**config.mk**
```make
export PLATFORM = sky130hd
export DESIGN_NAME = ap_ctrl_txn_monitor
export DESIGN_NICKNAME = d
export VERILOG_FILES = /design/src/rtl/ap_ctrl_txn_monitor.sv
export SDC_FILE = /design/constraint.sdc
export NUM_CORES = 2
export LEC_CHECK = 0
export ABC_AREA = 1
export CORE_MARGIN = 3
export CORE_UTILIZATION = 30
export DETAILED_ROUTE_END_ITERATION = 16
export PLACE_DENSITY = 0.45
export SLEW_MARGIN = 20
export SYNTH_ARGS = -nofsm -noshare
export SYNTH_HDL_FRONTEND = slang
export SYNTH_SLANG_ARGS = --single-unit
```
**constraint.sdc**
```tcl
create_clock -name clock -period 6.1 [get_ports clock]
set_clock_uncertainty 0.05 [all_clocks]
set_input_delay 0.915 -clock clock [delete_from_list [all_inputs] [get_ports clock]]
set_output_delay 0.915 -clock clock [all_outputs]
set_load 0.1 [all_outputs]
```
**src/rtl/ap_ctrl_txn_monitor.sv**
```systemverilog
// Multi-channel ap_ctrl_hs transaction monitor: per-channel timestamp FIFO, latency and
// stall statistics, sticky protocol errors, and a registered select/read port.
module ap_ctrl_txn_monitor #(
    parameter int N_CH      = 4,
    parameter int CNT_W     = 32,
    parameter int TXN_DEPTH = 4,
    parameter int CH_W      = (N_CH > 1) ? $clog2(N_CH) : 1
) (
    input  logic              clock,
    input  logic              reset,
    input  logic              finish,
    input  logic [N_CH-1:0]   ap_start,
    input  logic [N_CH-1:0]   ap_ready,
    input  logic [N_CH-1:0]   ap_done,
    input  logic [N_CH-1:0]   ap_continue,
    input  logic [N_CH-1:0]   clr,
    input  logic              rd_en,
    input  logic [CH_W-1:0]   rd_ch,
    input  logic [2:0]        rd_sel,
    output logic              rd_valid,
    output logic [CNT_W-1:0]  rd_data,
    output logic [N_CH-1:0]   busy,
    output logic [N_CH-1:0]   err,
    output logic              frozen
);

    localparam int PTR_W = $clog2(TXN_DEPTH);
    localparam int OCC_W = PTR_W + 1;
    localparam int RD_N  = 2 ** CH_W;
    localparam logic [OCC_W-1:0] OCC_FULL = OCC_W'(TXN_DEPTH);
    localparam logic [OCC_W-1:0] OCC_ONE  = OCC_W'(1);
    localparam logic [PTR_W-1:0] PTR_ONE  = PTR_W'(1);

    typedef enum logic [1:0] {
        ST_IDLE   = 2'd0,
        ST_ACTIVE = 2'd1,
        ST_FULL   = 2'd2,
        ST_ERR    = 2'd3
    } ch_state_e;

    function automatic logic [CNT_W-1:0] sat_inc(input logic [CNT_W-1:0] v);
        return (v == {CNT_W{1'b1}}) ? v : v + CNT_W'(1);
    endfunction

    logic [CNT_W-1:0] ts_q;
    logic             frozen_q;
    logic             rd_valid_q;
    logic [CNT_W-1:0] rd_data_q;
    logic [CNT_W-1:0] rd_val [RD_N];

    // Timestamp keeps counting through the finish cycle, then stops for good.
    always_ff @(posedge clock) begin
        if (!reset) begin
            ts_q     <= '0;
            frozen_q <= 1'b0;
        end else begin
            if (!frozen_q) ts_q <= ts_q + CNT_W'(1);
            if (finish) frozen_q <= 1'b1;
        end
    end

    for (genvar g = 0; g < N_CH; g++) begin : g_ch
        logic [CNT_W-1:0] fifo_q [TXN_DEPTH];
        logic [PTR_W-1:0] wr_ptr_q, wr_ptr_d, rd_ptr_q, rd_ptr_d;
        logic [OCC_W-1:0] occ_q, occ_d;
        logic [CNT_W-1:0] txn_q, txn_d, last_q, last_d, min_q, min_d;
        logic [CNT_W-1:0] max_q, max_d, stall_q, stall_d;
        logic             ovf_q, ovf_d, unf_q, unf_d;
        ch_state_e        state_q;
        logic             start_ev, done_ev, push, pop, upd;
        logic [CNT_W-1:0] lat;
        logic [CNT_W-1:0] ch_val;

        always_comb begin
            start_ev = ap_start[g] & ap_ready[g];
            done_ev  = ap_done[g] & ap_continue[g];
            push     = 1'b0;
            pop      = 1'b0;
            upd      = 1'b0;
            lat      = '0;
            wr_ptr_d = wr_ptr_q;
            rd_ptr_d = rd_ptr_q;
            occ_d    = occ_q;
            txn_d    = txn_q;
            last_d   = last_q;
            min_d    = min_q;
            max_d    = max_q;
            stall_d  = stall_q;
            ovf_d    = ovf_q;
            unf_d    = unf_q;

            // Same-cycle start+done: bypass when empty, otherwise swap head for new entry.
            if (start_ev && done_ev) begin
                upd = 1'b1;
                if (occ_q != '0) begin
                    push = 1'b1;
                    pop  = 1'b1;
                    lat  = ts_q - fifo_q[rd_ptr_q];
                end
            end else if (start_ev) begin
                if (occ_q == OCC_FULL) begin
                    ovf_d = 1'b1;
                end else begin
                    push  = 1'b1;
                    occ_d = occ_q + OCC_ONE;
                end
            end else if (done_ev) begin
                if (occ_q == '0) begin
                    unf_d = 1'b1;
                end else begin
                    pop   = 1'b1;
                    upd   = 1'b1;
                    lat   = ts_q - fifo_q[rd_ptr_q];
                    occ_d = occ_q - OCC_ONE;
                end
            end

            if (push) wr_ptr_d = wr_ptr_q + PTR_ONE;
            if (pop)  rd_ptr_d = rd_ptr_q + PTR_ONE;
            if (upd) begin
                txn_d  = sat_inc(txn_q);
                last_d = lat;
                if (lat < min_q) min_d = lat;
                if (lat > max_q) max_d = lat;
            end
            if (ap_done[g] && !ap_continue[g]) stall_d = sat_inc(stall_q);
        end

        always_ff @(posedge clock) begin
            if (!reset || (clr[g] && !frozen_q)) begin
                wr_ptr_q <= '0;
                rd_ptr_q <= '0;
                occ_q    <= '0;
                txn_q    <= '0;
                last_q   <= '0;
                min_q    <= '1;
                max_q    <= '0;
                stall_q  <= '0;
                ovf_q    <= 1'b0;
                unf_q    <= 1'b0;
                state_q  <= ST_IDLE;
            end else if (!frozen_q) begin
                if (push) fifo_q[wr_ptr_q] <= ts_q;
                wr_ptr_q <= wr_ptr_d;
                rd_ptr_q <= rd_ptr_d;
                occ_q    <= occ_d;
                txn_q    <= txn_d;
                last_q   <= last_d;
                min_q    <= min_d;
                max_q    <= max_d;
                stall_q  <= stall_d;
                ovf_q    <= ovf_d;
                unf_q    <= unf_d;
                if (ovf_d || unf_d)        state_q <= ST_ERR;
                else if (occ_d == '0)      state_q <= ST_IDLE;
                else if (occ_d == OCC_FULL) state_q <= ST_FULL;
                else                       state_q <= ST_ACTIVE;
            end
        end

        always_comb begin
            ch_val = '0;
            case (rd_sel)
                3'd0: ch_val = txn_q;
                3'd1: ch_val = last_q;
                3'd2: ch_val = min_q;
                3'd3: ch_val = max_q;
                3'd4: ch_val = stall_q;
                3'd5: ch_val = CNT_W'(occ_q);
                3'd6: ch_val = {{(CNT_W-2){1'b0}}, unf_q, ovf_q};
                default: ch_val = ts_q;
            endcase
        end

        assign rd_val[g] = ch_val;
        assign busy[g]   = (state_q == ST_ACTIVE) || (state_q == ST_FULL);
        assign err[g]    = ovf_q | unf_q;
    end

    // Select codes beyond the last channel read back as zero.
    for (genvar u = N_CH; u < RD_N; u++) begin : g_pad
        assign rd_val[u] = '0;
    end

    always_ff @(posedge clock) begin
        if (!reset) begin
            rd_valid_q <= 1'b0;
            rd_data_q  <= '0;
        end else begin
            rd_valid_q <= rd_en;
            if (rd_en) rd_data_q <= rd_val[rd_ch];
        end
    end

    assign rd_valid = rd_valid_q;
    assign rd_data  = rd_data_q;
    assign frozen   = frozen_q;

endmodule

```
==> metrics.md <==
| Metric | Value |
|---|---|
| Count leader, synth | `sky130_fd_sc_hd__nand2_1` |
| Post-synthesis to final-layout area growth | `14.1%` |
| Placeable Area | `approximately 240000 sq um` |
| Gate count after technology mapping | `10000` |
| Clock transition at the register clock pins on the worst setup and hold paths after CTS | `0.06 ns` |
| Initial Utilization | `0.302` |
| Most area-consuming cells after synthesis | `sky130_fd_sc_hd__edfxtp_1 21%, sky130_fd_sc_hd__dfxtp_1 21%, sky130_fd_sc_hd__nand2_1 14%, sky130_fd_sc_hd__ha_1 7.0%, sky130_fd_sc_hd__a21oi_1 6.1%` |
| Leading cell types by count after synthesis | `2837 x sky130_fd_sc_hd__nand2_1, 1080 x sky130_fd_sc_hd__inv_1, 978 x sky130_fd_sc_hd__nor2_1` |
| Utilization of the core after routing | `0.345` |
| Async S/R FF share, synth | `0` |
| Weighted congestion reported at the end of routability-driven placement | `between 0.9 and 1` |
| Cells traversed along the worst timing path | `buf_4, nand2_1, a32o_1, ha_1, nand2_1, inv_1, nand2_1, nor2_1, and2_1, nand2_1, nand3_1, nand2_1, nor2_1, ha_1, a21oi_1, o21ai_0, nand2_1, o2111ai_1, nor2_2, nand2_2, nand2_1, nand3_1` |
| Hold buffer count at CTS | `0` |
| Number of nets in the layout | `~11000` |
| Cells on Worst Hold Path | `2` |
| Total clock buffers created by CTS | `between 150 and 200` |
| Uppermost signal routing layer after detailed routing | `met5` |
| Remaining design rule violation count | `0` |
| Critical Path Sink Type | `flop` |
| Req. time, crit path | `6.69 ns` |
| Wire length of the first global-routing pass | `about 440000 microns` |
| Routed wire length on met3 | `approximately 14000 microns` |
| PnR Total Power | `0.0211 W` |
| Max_cap viols | `0` |
| Synth top area share | `0.209` |
| Most used flip-flop cell after synthesis | `sky130_fd_sc_hd__dfxtp_1` |
| Die Ht | `~500 microns` |
| Total GRT Usage | `0.234` |
| Ratio of final minimum period to clock period | `0.897` |
| Setup Fix Bufs, Post-CTS | `0` |
| Routed length on met1 | `129000 microns` |
| TritonCTS sink count | `~1300` |
| Max-slew headroom at the worst pin | `0.263` |
| Number of antenna violations at the first check in global routing | `18` |
| Count of buffers from port buffering | `70` |
| Pin count of the biggest net entering global routing | `about 110` |
| Library cell used as clock root buffer | `sky130_fd_sc_hd__clkbuf_16` |
| CP dominant cell by count | `sky130_fd_sc_hd__nand2_1` |
| Number of search-and-repair iterations in the first detailed-routing pass | `6` |
| Start point of the worst min-delay path | `g_ch[2].min_q[11]` |
| Top-level port count | `between 70 and 80` |
| Wire length after detailed routing | `roughly 300000 microns` |
| Share of post-route cells with drive strength above 1 | `0.0615` |
| Number of storage elements in the synthesis netlist | `between 1000 and 1500` |
| Worst path depth | `22` |
| Critical path startpoint category | `flop` |
| Data arrival time of the critical path | `6.06 ns` |
| Number of filler cells placed in the layout | `approximately 26000` |
| Bufs and invs on worst path | `2` |
| FP Rows | `between 150 and 200` |
| Top delay family on crit path | `simple AND/OR/NAND/NOR gates` |
| Storage element area | `~31000 sq um` |
| Via count of the first global-routing pass | `about 66000` |
| Worst-Skew Late Latency | `roughly 0.82 ns` |
| Overflow left after global routing | `0` |
| Syn_area_per_cell | `about 7.3 sq um` |
| Quantity of gates resized following cts | `0` |
| Number of failing hold endpoints at the final stage | `0` |
| Critical Path Slowest Stage Cell | `sky130_fd_sc_hd__nor2_1` |
| Logic depth of the worst register-to-register path | `22` |
| Warnings, synthesis | `0` |
| Library cells used by synthesis | `61` |
| F_max | `183 MHz` |
| Setup TNS Final | `0 ns` |
| Peak fanout along the critical path | `64` |
| Area taken by multi-input logic gates | `roughly 37000 sq um` |
| Count of final max-slew check failures | `0` |
| Largest area contributor in the synthesized netlist | `sky130_fd_sc_hd__edfxtp_1` |
| Number of enable-type register cells in the synthesized netlist | `approximately 500` |
| Result of the run | `finished clean` |
| Via count | `68800` |
| Die area | `252000 sq um` |
| Number of DRC markers in iteration 0 | `~5500` |
| Synthesized area | `73700 sq um` |
| CTS tree | `yes` |
| Pin slew with the least headroom to its limit | `1.10 ns` |
| Met2 Wirelength | `~140000 microns` |
| Leak pwr | `35.4 nW` |
| Pwr Density | `around 250 nW/um^2` |
| Count of nets left with antenna violations after detail routing | `0` |
| Final setup fails | `0` |
| Max stage delay on crit path | `roughly 0.63 ns` |
| Drt via density | `between 5 and 6` |
| H-tree levels | `4` |
| Buffers from clock root to sink, at most | `3` |
| Critical path class | `reg2reg` |
| Fin crit period | `5.47 ns` |
| Detailed placement HPWL | `about 220000 microns` |
| Type of the worst min-delay path | `reg2reg` |
| Worst vdd ir | `between 0.0002 and 0.0003 V` |
| RSZ-0062 raised after global routing | `no` |
| Detail-routed net length per standard cell | `roughly 22 microns` |
| Mapped Nets | `between 10000 and 15000` |
| X dimension of the die | `~500 microns` |
| Sequential-to-total area share from yosys stat | `0.415` |
-- logic make-up after synthesis --
kind of cell	share of synthesized area
DFF	0.415
adders and majority gates	0.0714
buffers and inverters	0.0818
and+or+nand+nor	0.280
AOI/OAI and AO/OA	0.135
xor gates and xnor gates	0.0176
-- registers in the layout (all words and copies together), names as in the netlist, 8 cells and up, named ones only --
register,count
g_ch.fifo_q,512
g_ch.last_q,128
g_ch.occ_q,12
g_ch.wr_ptr_q,8
rd_data,32
g_ch.max_q,128
g_ch.stall_q,128
g_ch.min_q,128
g_ch.txn_q,128
g_ch.state_q,8
g_ch.rd_ptr_q,8
ts_q,32
-- layout by cell type (no fill, tap or decap), types with 65 or more instances in the layout --
cell type                         synthesis  routed
sky130_fd_sc_hd__nand2_1               2837    2833
sky130_fd_sc_hd__inv_1                 1080    1076
sky130_fd_sc_hd__nor2_1                 978     961
sky130_fd_sc_hd__a21oi_1                895     893
sky130_fd_sc_hd__dfxtp_1                758     753
sky130_fd_sc_hd__nand3_1                572     570
sky130_fd_sc_hd__edfxtp_1               512     512
sky130_fd_sc_hd__o21ai_0                416     416
sky130_fd_sc_hd__ha_1                   414     414
sky130_fd_sc_hd__buf_4                   15     208
sky130_fd_sc_hd__nor3_1                 199     198
sky130_fd_sc_hd__nand4_1                162     162
sky130_fd_sc_hd__clkbuf_16                0     161
sky130_fd_sc_hd__xor2_1                 134     134
sky130_fd_sc_hd__a32o_1                 118     118
sky130_fd_sc_hd__clkdlybuf4s50_1          0      68
sky130_fd_sc_hd__nor4_1                  65      65
-- per-layer routing --
metal | track usage | up-vias
met4 | 0.0980 | 2
met1 | 0.297 | 32900
li1 | - | 33600
met5 | 0 | -
met2 | 0.401 | 1845
met3 | 0.0264 | 409
-- stage by stage --
step,cells,hold WS (ns),setup WS (ns),instance area (sq um)
floorplan,10000,0.379,1.98,73700
global placement,13100,0.387,0.676,78800
detailed placement,13100,0.394,0.672,78800
CTS,13400,0.408,0.647,84000
global route,13400,0.426,0.126,84100
finish,13400,0.405,0.629,84100
-- where the power goes --
part           switching [W]  internal [W]  leakage, nW
clock network        0.00397       0.00561         2.54
logic                0.00184      0.000639         22.3
registers          0.0000972       0.00894         10.5
-- cell type report --
cell class,count,area share
inverters,1135,0.0508
clock inverters,60,0.00838
repair buffers,299,0.0318
diodes,4,0.000119
well taps,3202,0.0477
flip-flops and latches,1270,0.364
multi-input cells,7241,0.444
clock buffers,226,0.0539
-- worst paths after layout --
check,slack [ns],to
min reg2reg,0.40,g_ch[2].min_q[11]
max reg2reg,0.63,g_ch[0].min_q[9]
max,0.63,g_ch[0].min_q[9]
min,0.40,g_ch[2].min_q[11]
-- worst register-to-register path: cells and delay by family, from the launching register on --
family	cells	cell delay, ns
and+or+nand+nor	14	2.61
AOI/OAI and AO/OA	4	0.79
adders and majority gates	2	0.84
buffers and inverters	2	0.69
DFF	1	0.33
(Power assumes the default switching activity.)
